## src/rtl/reg_writeback_unit.sv

```systemverilog
// Register-file write-side controller: merges fixed-latency ALU results with buffered
// memory results into a single registered write port and tracks pending destinations.
module reg_writeback_unit #(
  parameter int DATA_W     = 32,
  parameter int ADDR_W     = 5,
  parameter int FIFO_DEPTH = 4
) (
  input  logic                            clk,
  input  logic                            reset,
  input  logic                            issue_valid,
  input  logic [ADDR_W-1:0]               issue_addr,
  input  logic                            alu_wb_valid,
  input  logic [ADDR_W-1:0]               alu_wb_addr,
  input  logic [DATA_W-1:0]               alu_wb_data,
  input  logic                            mem_wb_valid,
  output logic                            mem_wb_ready,
  input  logic [ADDR_W-1:0]               mem_wb_addr,
  input  logic [DATA_W-1:0]               mem_wb_data,
  output logic                            reg_wr,
  output logic [ADDR_W-1:0]               reg_wr_addr,
  output logic [DATA_W-1:0]               reg_wr_data,
  output logic [(2**ADDR_W)-1:0]          pend_mask,
  output logic [$clog2(FIFO_DEPTH):0]     fifo_count
);

  localparam int NREG  = 2**ADDR_W;
  localparam int PTR_W = $clog2(FIFO_DEPTH);
  localparam int CNT_W = PTR_W + 1;

  // Memory-result buffer storage; no reset needed, occupancy is tracked by count_q.
  logic [ADDR_W-1:0] fifo_addr_mem [FIFO_DEPTH];
  logic [DATA_W-1:0] fifo_data_mem [FIFO_DEPTH];

  logic [PTR_W-1:0]  wr_ptr_q, wr_ptr_d;
  logic [PTR_W-1:0]  rd_ptr_q, rd_ptr_d;
  logic [CNT_W-1:0]  count_q, count_d;
  logic              reg_wr_q, reg_wr_d;
  logic [ADDR_W-1:0] reg_wr_addr_q, reg_wr_addr_d;
  logic [DATA_W-1:0] reg_wr_data_q, reg_wr_data_d;
  logic [NREG-1:0]   pend_q, pend_d;

  logic              fifo_full;
  logic              fifo_empty;
  logic              push;
  logic              pop;
  logic              alu_take;
  logic [ADDR_W-1:0] head_addr;
  logic [DATA_W-1:0] head_data;

  assign fifo_full    = (count_q == CNT_W'(FIFO_DEPTH));
  assign fifo_empty   = (count_q == '0);
  assign mem_wb_ready = reset && !fifo_full;
  assign push         = mem_wb_valid && mem_wb_ready;
  assign alu_take     = alu_wb_valid && (alu_wb_addr != '0);
  // Pop decision uses pre-edge occupancy, so a push into an empty buffer waits a cycle.
  assign pop          = !alu_take && !fifo_empty;
  assign head_addr    = fifo_addr_mem[rd_ptr_q];
  assign head_data    = fifo_data_mem[rd_ptr_q];

  always_comb begin
    wr_ptr_d = wr_ptr_q;
    rd_ptr_d = rd_ptr_q;
    count_d  = count_q;
    if (push) begin
      wr_ptr_d = wr_ptr_q + PTR_W'(1);
    end
    if (pop) begin
      rd_ptr_d = rd_ptr_q + PTR_W'(1);
    end
    case ({push, pop})
      2'b10:   count_d = count_q + CNT_W'(1);
      2'b01:   count_d = count_q - CNT_W'(1);
      default: count_d = count_q;
    endcase
  end

  always_comb begin
    reg_wr_d      = 1'b0;
    reg_wr_addr_d = reg_wr_addr_q;
    reg_wr_data_d = reg_wr_data_q;
    if (alu_take) begin
      reg_wr_d      = 1'b1;
      reg_wr_addr_d = alu_wb_addr;
      reg_wr_data_d = alu_wb_data;
    end else if (pop && (head_addr != '0)) begin
      reg_wr_d      = 1'b1;
      reg_wr_addr_d = head_addr;
      reg_wr_data_d = head_data;
    end
  end

  // Per-register scoreboard bit: a new issue overrides a retirement on the same edge.
  genvar gi;
  generate
    for (gi = 0; gi < NREG; gi++) begin : g_pend
      if (gi == 0) begin : g_r0
        assign pend_d[gi] = 1'b0;
      end else begin : g_rn
        logic set_hit;
        logic clr_hit;
        assign set_hit    = issue_valid && (issue_addr == ADDR_W'(gi));
        assign clr_hit    = reg_wr_d && (reg_wr_addr_d == ADDR_W'(gi));
        assign pend_d[gi] = set_hit || (pend_q[gi] && !clr_hit);
      end
    end
  endgenerate

  always_ff @(posedge clk) begin
    if (push) begin
      fifo_addr_mem[wr_ptr_q] <= mem_wb_addr;
      fifo_data_mem[wr_ptr_q] <= mem_wb_data;
    end
  end

  always_ff @(posedge clk or negedge reset) begin
    if (!reset) begin
      wr_ptr_q      <= '0;
      rd_ptr_q      <= '0;
      count_q       <= '0;
      reg_wr_q      <= 1'b0;
      reg_wr_addr_q <= '0;
      reg_wr_data_q <= '0;
      pend_q        <= '0;
    end else begin
      wr_ptr_q      <= wr_ptr_d;
      rd_ptr_q      <= rd_ptr_d;
      count_q       <= count_d;
      reg_wr_q      <= reg_wr_d;
      reg_wr_addr_q <= reg_wr_addr_d;
      reg_wr_data_q <= reg_wr_data_d;
      pend_q        <= pend_d;
    end
  end

  assign reg_wr      = reg_wr_q;
  assign reg_wr_addr = reg_wr_addr_q;
  assign reg_wr_data = reg_wr_data_q;
  assign pend_mask   = pend_q;
  assign fifo_count  = count_q;

endmodule
```

## config.mk

```make
export PLATFORM = sky130hd
export DESIGN_NAME = reg_writeback_unit
export DESIGN_NICKNAME = d
export VERILOG_FILES = /design/src/rtl/reg_writeback_unit.sv
export SDC_FILE = /design/constraint.sdc
export NUM_CORES = 1
export LEC_CHECK = 0
export ABC_AREA = 1
export ABC_CLOCK_PERIOD_IN_PS = 6400
export BUFFER_PORTS_ARGS = -buffer_cell sky130_fd_sc_hd__clkbuf_2
export CAP_MARGIN = 10
export CORE_ASPECT_RATIO = 0.75
export CORE_MARGIN = 2
export CORE_UTILIZATION = 32
export DETAILED_ROUTE_END_ITERATION = 8
export PLACE_DENSITY_LB_ADDON = 0.05
export SETUP_SLACK_MARGIN = 0.1
export SYNTH_ARGS = -nofsm -noshare
export SYNTH_HDL_FRONTEND = slang
export SYNTH_SLANG_ARGS = --single-unit
```

## constraint.sdc

```tcl
create_clock -name clk -period 6.4 [get_ports clk]
set_input_delay 0.96 -clock clk [delete_from_list [all_inputs] [get_ports clk]]
set_output_delay 0.96 -clock clk [all_outputs]
set_load 0.01 [all_outputs]
```

==> metrics.cfg <==
[floorplanning]
die_x_um=201
core-area_um2=28300
ios=158
initial_core_util_pct=32.8
die_h_um=152
placementRows=53
die_area_um2=30400

[global_route]
grt_pass1_wl_mm=40.2
grt_pass1_vias=6613
grt_usage_pct=17.1
grt_start_max_net_pins=77
grt_overflow=0
antenna_found_initial=1

[placed_design]
post-dp-hpwl_mm=16.6
place_area_um2=10500
port_buffers=156
gp_congestion=0.795

[critical_path]
reg2reg_slack_ns=2.45
worst-path-buf-inv=3
reg2reg_to=pend_mask[19]
endpoint_kind=flop
worstPathCellList=buf_4 > inv_2 > buf_4 > nand2_1 > nand3_1 > nand2_1 > nand2_2 > o21bai_4 > nand2_2 > nor2_2 > nor2_4 > nor2_4 > nand3_1 > nand2_1 > nand2_1
critPathLaunchType=flop
cp.required_ns=6.80
startpoint=rd_ptr_q[0]
cp.arrival_ns=4.34
path_class=reg -> reg
timing.rr.start=rd_ptr_q[0]
cpPeakStageDelay_ns=0.60
rr_worst_depth=15
cp_top_family=simple AND/OR/NAND/NOR gates
path_max_fanout=76
crit_top_cell=nand2_1
cp_slowest_cell=buf_4

[timing]
holdWs_ns=0.383
hold_viol=0
slew_viol_final=0
grt_setup_unrepaired=false
tightest_slew_ns=1.03
max_slew_margin_pct=31.1
setup_tns_ns=0
setup_violations=0
min_period_ns=3.95
clock_skew_ns=0.00894
fmax_mhz=253
post-route-period-util_pct=61.7

[clocking]
cts_resized=0
postCtsHoldBufs=0
clockRootBuffer=clkbuf_16
clock_path_buffers=3
cts_buffers=24
post_cts_buffers=0
path_clk_slew_ns=0.06
htreeDepth=1
clk_latency_ns=0.52
cts_sinks=224
cts_tree=built

[status]
status=complete, no violations

[route]
drcViolationCount=0
viasPerCell=4.71
drtIter0Drc=369
wl_per_cell_um=18.1
drtPass1Iterations=4
vias=6682
ant_nets=0
wl_mm=25.6

[finish]
multi_input_area_um2=2650
final_cell_area_um2=11300
area_delta_synth_final_pct=21.4
seq_area_um2=6350
nets=1104
layout-drive-gt1-share_pct=22.8
mostFrequentLayoutCells=nand2_1, clkbuf_2, edfxtp_1
nFillCells=2864
final_common_cell=nand2_1
post-route-util_pct=39.8

[job]
maxCapViolCount=0

[logic_synthesis]
syn_area_per_cell_um2=10.8
synth_area_um2=9290
synth_seq_cells=224
synth.distinct_cells=30
ys_warn_count=0
syn_nets=953
synth_cells=863
synth-seq-area-share_pct=68.3

[min_path]
hold_path.class=in -> async

[power_and_ir_drop]
ir_drop_uv=223
power_density_nw_per_um2=454
p_leak_nw=4.62
p_total_mw=5.12

-- metrics by stage --
stage	setup slack (ns)	cells
final	2.45	1418
after global routing	1.99	1417
after CTS	2.39	1417
after detailed placement	2.37	1373
after global placement	2.45	1373
after floorplan	2.87	863
-- kinds of logic (layout without fill, tap and decap cells) --
logic type / Yosys count / count (layout) / share of synthesized area [%]
other: 1 / 2 / 0.0404
adders and majority gates: 6 / 6 / 0.889
xor gates and xnor gates: 4 / 4 / 0.377
and+or+nand+nor: 419 / 419 / 18.7
DFF: 224 / 224 / 68.3
buffers and inverters: 75 / 244 / 3.45
AOI/OAI and AO/OA: 134 / 134 / 8.24
-- layer usage --
| layer | wire length (µm) | track usage [%] | vias to the layer above |
|---|---|---|---|
| met5 | 0 | 0 | - |
| met4 | 364 | 3.26 | 0 |
| met3 | 1080 | 2.78 | 26 |
| met2 | 10800 | 25.7 | 147 |
| met1 | 13300 | 25.9 | 3249 |
| li1 | - | - | 3260 |
-- worst max-delay path by stage --
stage                                     end  slack (ns)  cells past startpoint
after global routing            pend_mask[17]        1.99                     15
after detailed placement        pend_mask[19]        2.37                     15
after global placement          pend_mask[18]        2.45                     15
final                           pend_mask[19]        2.45                     15
after CTS                       pend_mask[19]        2.39                     15
after floorplan           fifo_addr_mem[0][0]        2.87                      4
-- sequential cells by signal, summed over array words and instances (netlist names) --
name / count
reg_wr_data: 32
fifo_addr_mem: 20
pend_mask: 31
rd_ptr_q: 2
reg_wr: 1
fifo_data_mem: 128
wr_ptr_q: 2
fifo_count: 3
reg_wr_addr: 5
-- area by class of cell --
cell class	instances	area share, %
inverter	33	1.10
multi-input combinational	564	23.5
timing repair buffer	167	7.68
tap	385	4.27
antenna	1	0.0222
clock inverter	9	1.04
clock buffer	35	6.06
sequential	224	56.3
-- power by group --
| group | switching (mW) | total (mW) | internal [mW] | leakage (nW) |
|---|---|---|---|---|
| Clock | 0.565 | 1.42 | 0.860 | 0.393 |
| Combinational | 1.12 | 1.65 | 0.529 | 1.98 |
| Sequential | 0.166 | 2.05 | 1.88 | 2.25 |
| Total | 1.85 | 5.12 | 3.27 | 4.62 |
-- worst reg2reg max path, stage by stage (launching register included) --
cell      delay [ns]
dfrtp_2         0.34
buf_4           0.60
inv_2           0.60
buf_4           0.40
nand2_1         0.11
nand3_1         0.06
nand2_1         0.16
nand2_2         0.09
o21bai_4        0.23
nand2_2         0.42
nor2_2          0.28
nor2_4          0.09
nor2_4          0.23
nand3_1         0.10
nand2_1         0.07
nand2_1         0.05
-- cell usage after synthesis, drive strengths merged --
| master | count | area (µm²) |
|---|---|---|
| nand2 | 223 | 855 |
| edfxtp | 148 | 4440 |
| nor2 | 142 | 591 |
| dfrtp | 76 | 1900 |
| o21ai | 66 | 330 |
| nand3 | 46 | 235 |
| a31oi | 33 | 206 |
| inv | 32 | 120 |
| o22ai | 32 | 200 |
| clkbuf | 29 | 109 |
| buf | 13 | 87.6 |
| ha | 5 | 62.6 |
| nand3b | 3 | 22.5 |
| or2 | 3 | 18.8 |
| xor2 | 3 | 26.3 |
| a21oi | 2 | 10.0 |
| nand4 | 2 | 12.5 |
| clkinv | 1 | 3.75 |
| conb | 1 | 3.75 |
| fa | 1 | 20.0 |
| o21bai | 1 | 18.8 |
| xnor2 | 1 | 8.76 |
Power figures use the tool's default switching activity.
